[config.mk]
export PLATFORM = sky130hd
export DESIGN_NAME = indirect_mem_sequencer
export DESIGN_NICKNAME = d
export VERILOG_FILES = /design/src/rtl/lc3b_types.sv /design/src/rtl/indirect_mem_sequencer.sv
export SDC_FILE = /design/constraint.sdc
export NUM_CORES = 1
export LEC_CHECK = 0
export CAP_MARGIN = 20
export CORE_AREA = 2 2 67 101
export CTS_BUF_LIST = sky130_fd_sc_hd__clkbuf_8
export CTS_CLUSTER_SIZE = 8
export DETAILED_ROUTE_END_ITERATION = 12
export DIE_AREA = 0 0 69 103
export GPL_TIMING_DRIVEN = 0
export PLACE_DENSITY = 0.78
export SYNTH_ARGS = -nofsm -noshare
export SYNTH_HDL_FRONTEND = slang
export SYNTH_SLANG_ARGS = --single-unit
[constraint.sdc]
create_clock -name clk -period 2.3 [get_ports clk]
set_clock_uncertainty 0.05 [all_clocks]
set_input_delay 0.23 -clock clk [delete_from_list [all_inputs] [get_ports clk]]
set_output_delay 0.23 -clock clk [all_outputs]
set_load 0.02 [all_outputs]
[src/rtl/lc3b_types.sv]
// Shared LC-3b MEM-stage types: word, byte-enable mask and the state
// encoding of the indirect (LDI/STI) memory sequencer.
package lc3b_types;

    localparam int WORD_W = 16;

    typedef logic [WORD_W-1:0] lc3b_word;
    typedef logic [1:0]        lc3b_mem_wmask;

    // Full-word byte enable used for every indirect access.
    localparam lc3b_mem_wmask WMASK_WORD = 2'b11;

    // IDLE    : pass-through, or accept an LDI/STI
    // PTR     : read the pointer word
    // DATA_RD : LDI data read through the pointer
    // DATA_WR : STI data write through the pointer
    // DONE    : present LDI data, let the pipeline advance
    typedef enum logic [2:0] {
        IDLE    = 3'd0,
        PTR     = 3'd1,
        DATA_RD = 3'd2,
        DATA_WR = 3'd3,
        DONE    = 3'd4
    } indirect_state_t;

endpackage

[src/rtl/indirect_mem_sequencer.sv]
// MEM-stage data-cache port owner. Ordinary loads/stores pass straight
// through; LDI/STI become a pointer read followed by a data read or write,
// with sti_ldi_sig freezing the pipeline until the indirect access is done.
//
// Cache handshake: a request (dmem_read or dmem_write with address, data and
// byte enables) is held stable every cycle until the cycle in which
// dmem_resp is high; the request is dropped or retargeted on the following
// rising edge. dmem_resp is a one-cycle pulse and dmem_rdata is valid only
// alongside it. dmem_resp seen in IDLE or DONE carries no meaning here.
module indirect_mem_sequencer
    import lc3b_types::*;
#(
    parameter int WIDTH = 16
)
(
    input  logic               clk,
    input  logic               rst_n,
    input  logic               ldi,
    input  logic               sti,
    input  logic               mem_read,
    input  logic               mem_write,
    input  logic [WIDTH-1:0]   mem_address,
    input  logic [WIDTH-1:0]   mem_wdata,
    input  lc3b_mem_wmask      mem_byte_enable,
    output logic               dmem_read,
    output logic               dmem_write,
    output logic [WIDTH-1:0]   dmem_address,
    output logic [WIDTH-1:0]   dmem_wdata,
    output lc3b_mem_wmask      dmem_byte_enable,
    input  logic               dmem_resp,
    input  logic [WIDTH-1:0]   dmem_rdata,
    output logic [WIDTH-1:0]   mem_rdata,
    output logic               sti_ldi_sig,
    output indirect_state_t    dbg_state
);

    indirect_state_t  state;
    logic [WIDTH-1:0] ptr_q;
    logic [WIDTH-1:0] data_q;
    logic [WIDTH-1:0] store_q;
    logic             is_sti_q;

    logic             indirect_req;

    // LDI wins when both decode bits are set, so only a pure STI writes.
    assign indirect_req = ldi | sti;
    assign dbg_state    = state;

    // Sequencer state and the pointer/data/store holding registers.
    always_ff @(posedge clk or negedge rst_n) begin
        if (!rst_n) begin
            state    <= IDLE;
            ptr_q    <= '0;
            data_q   <= '0;
            store_q  <= '0;
            is_sti_q <= 1'b0;
        end else begin
            case (state)
                IDLE: begin
                    if (indirect_req) begin
                        store_q  <= mem_wdata;
                        is_sti_q <= sti & ~ldi;
                        state    <= PTR;
                    end
                end
                PTR: begin
                    if (dmem_resp) begin
                        ptr_q <= {dmem_rdata[WIDTH-1:1], 1'b0};
                        state <= is_sti_q ? DATA_WR : DATA_RD;
                    end
                end
                DATA_RD: begin
                    if (dmem_resp) begin
                        data_q <= dmem_rdata;
                        state  <= DONE;
                    end
                end
                DATA_WR: begin
                    if (dmem_resp) begin
                        state <= DONE;
                    end
                end
                DONE: begin
                    state <= IDLE;
                end
                default: begin
                    state <= IDLE;
                end
            endcase
        end
    end

    // Cache-port mux, read-data return and stall request for each state.
    always_comb begin
        dmem_read        = 1'b0;
        dmem_write       = 1'b0;
        dmem_address     = '0;
        dmem_wdata       = '0;
        dmem_byte_enable = '0;
        mem_rdata        = dmem_rdata;
        sti_ldi_sig      = 1'b0;
        case (state)
            IDLE: begin
                // Address/data/enables pass through; only the strobes are
                // suppressed while an indirect access is being accepted.
                dmem_address     = mem_address;
                dmem_wdata       = mem_wdata;
                dmem_byte_enable = mem_byte_enable;
                if (indirect_req) begin
                    sti_ldi_sig = 1'b1;
                end else begin
                    dmem_read  = mem_read;
                    dmem_write = mem_write;
                end
            end
            PTR: begin
                dmem_read        = 1'b1;
                dmem_address     = {mem_address[WIDTH-1:1], 1'b0};
                dmem_byte_enable = WMASK_WORD;
                sti_ldi_sig      = 1'b1;
            end
            DATA_RD: begin
                dmem_read        = 1'b1;
                dmem_address     = ptr_q;
                dmem_byte_enable = WMASK_WORD;
                sti_ldi_sig      = 1'b1;
            end
            DATA_WR: begin
                dmem_write       = 1'b1;
                dmem_address     = ptr_q;
                dmem_wdata       = store_q;
                dmem_byte_enable = WMASK_WORD;
                sti_ldi_sig      = 1'b1;
            end
            DONE: begin
                mem_rdata = data_q;
            end
            default: begin
            end
        endcase
    end

endmodule
==> flow_summary_export.csv <==
group,metric,value,unit
setup_path,worstPathArrival,1.94,ns
pwr,seqPwrFrac,30.6,%
hold_path,hold_class,"in2async",
setup_path,reg2reg_slack,0.46,ns
place,post-place-ws,-0.199,ns
pwr,ir_drop,0.573,mV
clock_tree,cts_tree,"built",
floorplanning,start_util,42.6,%
setup_path,cp_max_fo,10,
sta,tightest_slew,0.547,ns
drt,ant_nets,0,
yosys,ys_types,24,
place,dpl.cell_count,396,
clock_tree,cts.sinks,51,
pwr,power_leakage,0.00187,uW
place,dp_hpwl,5.02,mm
grt,grt_pass1_vias,2085,
drt,drt-pass1-iter-count,4,
yosys,seq_area_frac_synth,47.5,%
setup_path,crit_required,2.02,ns
place,globalplace.congestion,0.826,
sta,period_minus_slack,2.22,ns
final_layout,antenna_cells,0,
setup_path,reg2regPathDepth,5,
clock_tree,htreeDepth,2,
sta,rsz0062_at_grt,"no",
grt,overflow,0,
drt,vias,2087,
status,status,"finished clean",
final_layout,fin_nets,385,
setup_path,slowest_stage,"clkdlybuf4s50_1",
final_layout,syn2layout_area_growth,50.7,%
setup_path,worst_path_largest_cell_delay,0.61,ns
sta,finalSetupViolations,0,
final_layout,drive_above_1_share,33.4,%
clock_tree,clk_pin_slew,0.09,ns
sta,drv_slew,0,
final_layout,fillers,528,
pwr,clockPowerShare,10.7,%
floorplanning,die_area,7110,sq um
grt,track_usage,19.2,%
drt,drcViolationCount,0,
drt,drt-vias-per-instance,5.15,
place,numPortBuffers,112,
clock_tree,cts_buffer_depth,2,
floorplanning,design.core.area,6310,sq um
setup_path,path_delay_family,"buffers and inverters",
sta,final-hold-violation-count,0,
clock_tree,numCtsBuffers,5,
floorplanning,die_y,103,um
grt,grt_pass1_wl,10.9,mm
sta,setup_slack,0.0790,ns
floorplanning,rows,36,
setup_path,end_kind,"primary output",
pwr,swShare,37.9,%
pwr,p_sw,1950,uW
floorplanning,fp.dieW,69,um
pwr,power_density,1280,nW/um^2
yosys,ys_warn_count,0,
drt,highest_layer,"met4",
setup_path,worst-setup-path-type,"reg2out",
final_layout,stdcell_count,405,
yosys,ys_ff_latch,51,
sta,setup-tns-final,0,ns
grt,antenna_found_initial,0,
drt,drtIter0Drc,59,
setup_path,worstReg2RegEnd,"ptr_q[9]$_DFFE_PN0P_",
yosys,syn_nets,264,
drt,met3_length,389,um
drt,routedWlPerCell,16.9,um
sta,fmax,450,MHz
clock_tree,cts-root-buf,"clkbuf_8",
setup_path,crit_chain,"buf_4, clkbuf_4, mux2i_1, nor2_1, clkdlybuf4s50_1",
pwr,p_int,3210,uW
drt,dr_wl_met2,3.52,mm
sta,slew-limit-headroom,63.5,%
clock_tree,clk-insertion-delay-late,0.30,ns
drt,wl_met1,2.82,mm
yosys,synth_area,2690,sq um
setup_path,crit_buf_inv,3,
drt,drt-total-wl,6.84,mm
final_layout,final_util,64.2,%
setup_path,worstReg2RegStart,"dbg_state[0]$_DFFE_PN0P_",
pwr,power_frac_comb,58.7,%
sta,post-route-period-util,96.6,%
setup_path,cp.depth,5,
yosys,syn_avg_cell_area,13.0,sq um
setup_path,worst_setup_path_start_kind,"flip-flop",
job,maxCapViolations,0,
grt,grt_max_degree,36,
floorplanning,io_pins,113,
yosys,synthCells,207,
## metal layers
layer  vias to the layer above  track usage, %
met5                         -               0
met4                         0            6.33
met3                         7            3.62
met2                        86            33.9
met1                      1015            23.9
li1                        979               -
## cell usage in the layout (no fill, tap or decap), types with 2 or more instances in the layout
| master | Yosys | routed |
|---|---|---|
| buf_4 | 5 | 5 |
| mux2_2 | 54 | 54 |
| clkdlybuf4s15_1 | 0 | 10 |
| clkdlybuf4s50_1 | 0 | 65 |
| nor2_4 | 0 | 2 |
| nor3_1 | 4 | 3 |
| and2_4 | 1 | 2 |
| nand2_1 | 2 | 2 |
| nor2_1 | 22 | 20 |
| mux2i_1 | 15 | 15 |
| buf_2 | 5 | 10 |
| a21oi_1 | 4 | 4 |
| nor2b_1 | 2 | 2 |
| dfrtp_1 | 51 | 51 |
| buf_12 | 0 | 2 |
| clkbuf_8 | 0 | 7 |
| mux2_4 | 10 | 10 |
| a22o_1 | 16 | 16 |
| dlymetal6s2s_1 | 0 | 13 |
| buf_6 | 4 | 5 |
| dlygate4sd2_1 | 0 | 9 |
| clkbuf_2 | 0 | 6 |
| clkbuf_4 | 0 | 2 |
## cells by family after synthesis
| kind of cell | share of synthesized area (%) |
|---|---|
| mux | 33.8 |
| buf+inv | 4.99 |
| flops | 47.5 |
| simple gates | 6.76 |
| compound gates | 6.90 |
## flip-flops by register name, summed over array words and instances, names as in the netlist
name and cells:
is_sti_q 1, data_q 16, dbg_state 3, ptr_q 15
store_q 16
## worst max path at each step
| stage | startpoint | end |
|---|---|---|
| 2_1_floorplan | dbg_state[1]$_DFFE_PN0P_ | mem_rdata[10] |
| 5_1_grt | dbg_state[0]$_DFFE_PN0P_ | mem_rdata[2] |
| 3_5_place_dp | dbg_state[1]$_DFFE_PN0P_ | mem_rdata[7] |
| 3_3_place_gp | rst_n | ptr_q[3]$_DFFE_PN0P_ |
| 6_report | dbg_state[1]$_DFFE_PN0P_ | dmem_address[10] |
| 4_1_cts | dbg_state[1]$_DFFE_PN0P_ | mem_rdata[7] |
## area by class of cell
class / instances / area [sq um] / share of cell area, %
Buffer: 16 / 153 / 3.77
Clock buffer: 7 / 96.3 / 2.38
Clock inverter: 1 / 3.75 / 0.0927
Inverter: 1 / 3.75 / 0.0927
Multi-Input combinational cell: 138 / 1300 / 32.1
Sequential cell: 51 / 1280 / 31.5
Tap cell: 76 / 95.1 / 2.35
Timing Repair Buffer: 115 / 1120 / 27.7
## power by group through the flow
stage          combinational, uW  sequential (uW)  clock [uW]
2_1_floorplan               1960             1560           0
3_3_place_gp                3060             1570           0
3_5_place_dp                3110             1600           0
4_1_cts                     3030             1580         577
5_1_grt                     3230             1630         601
6_report                    3030             1580         554
## synth_stat cells
cell type	count	area [sq um]
and3b_1	1	8.76
inv_2	1	3.75
nor4b_4	1	23.8
and2_4	1	8.76
a22o_1	16	140
nor3_1	4	20.0
mux2_2	54	608
mux2_4	10	150
nand2_1	2	7.51
mux2i_1	15	150
nor2b_1	2	12.5
a21oi_1	4	20.0
a21boi_0	1	7.51
buf_8	1	15.0
nor2_1	22	82.6
buf_2	5	25.0
dfrtp_1	51	1280
buf_6	4	45.0
nand3_1	1	5.00
and2_1	2	12.5
o32a_1	1	10.0
clkbuf_1	2	7.51
a211oi_1	1	7.51
buf_4	5	37.5
## timing repair
action / CTS / global route
cloned: 0 / 1
setup endpoints to repair: 33 / 42
hold buffers: 1 / 0
endpoints found under the hold margin: 16 / 0
pin swaps: 0 / 2
buffers inserted: 0 / 0
gates resized for setup: 72 / 39
## stage by stage
stage	hold WS (ns)	power, uW	area (sq um)
after floorplan	-0.116	3520	2690
after global placement	0.434	4630	3900
after detailed placement	0.138	4710	3920
after CTS	0.348	5180	3990
after global routing	0.390	5460	4050
final	0.343	5160	4050
Note: power is estimated with default switching activity, not from simulation.
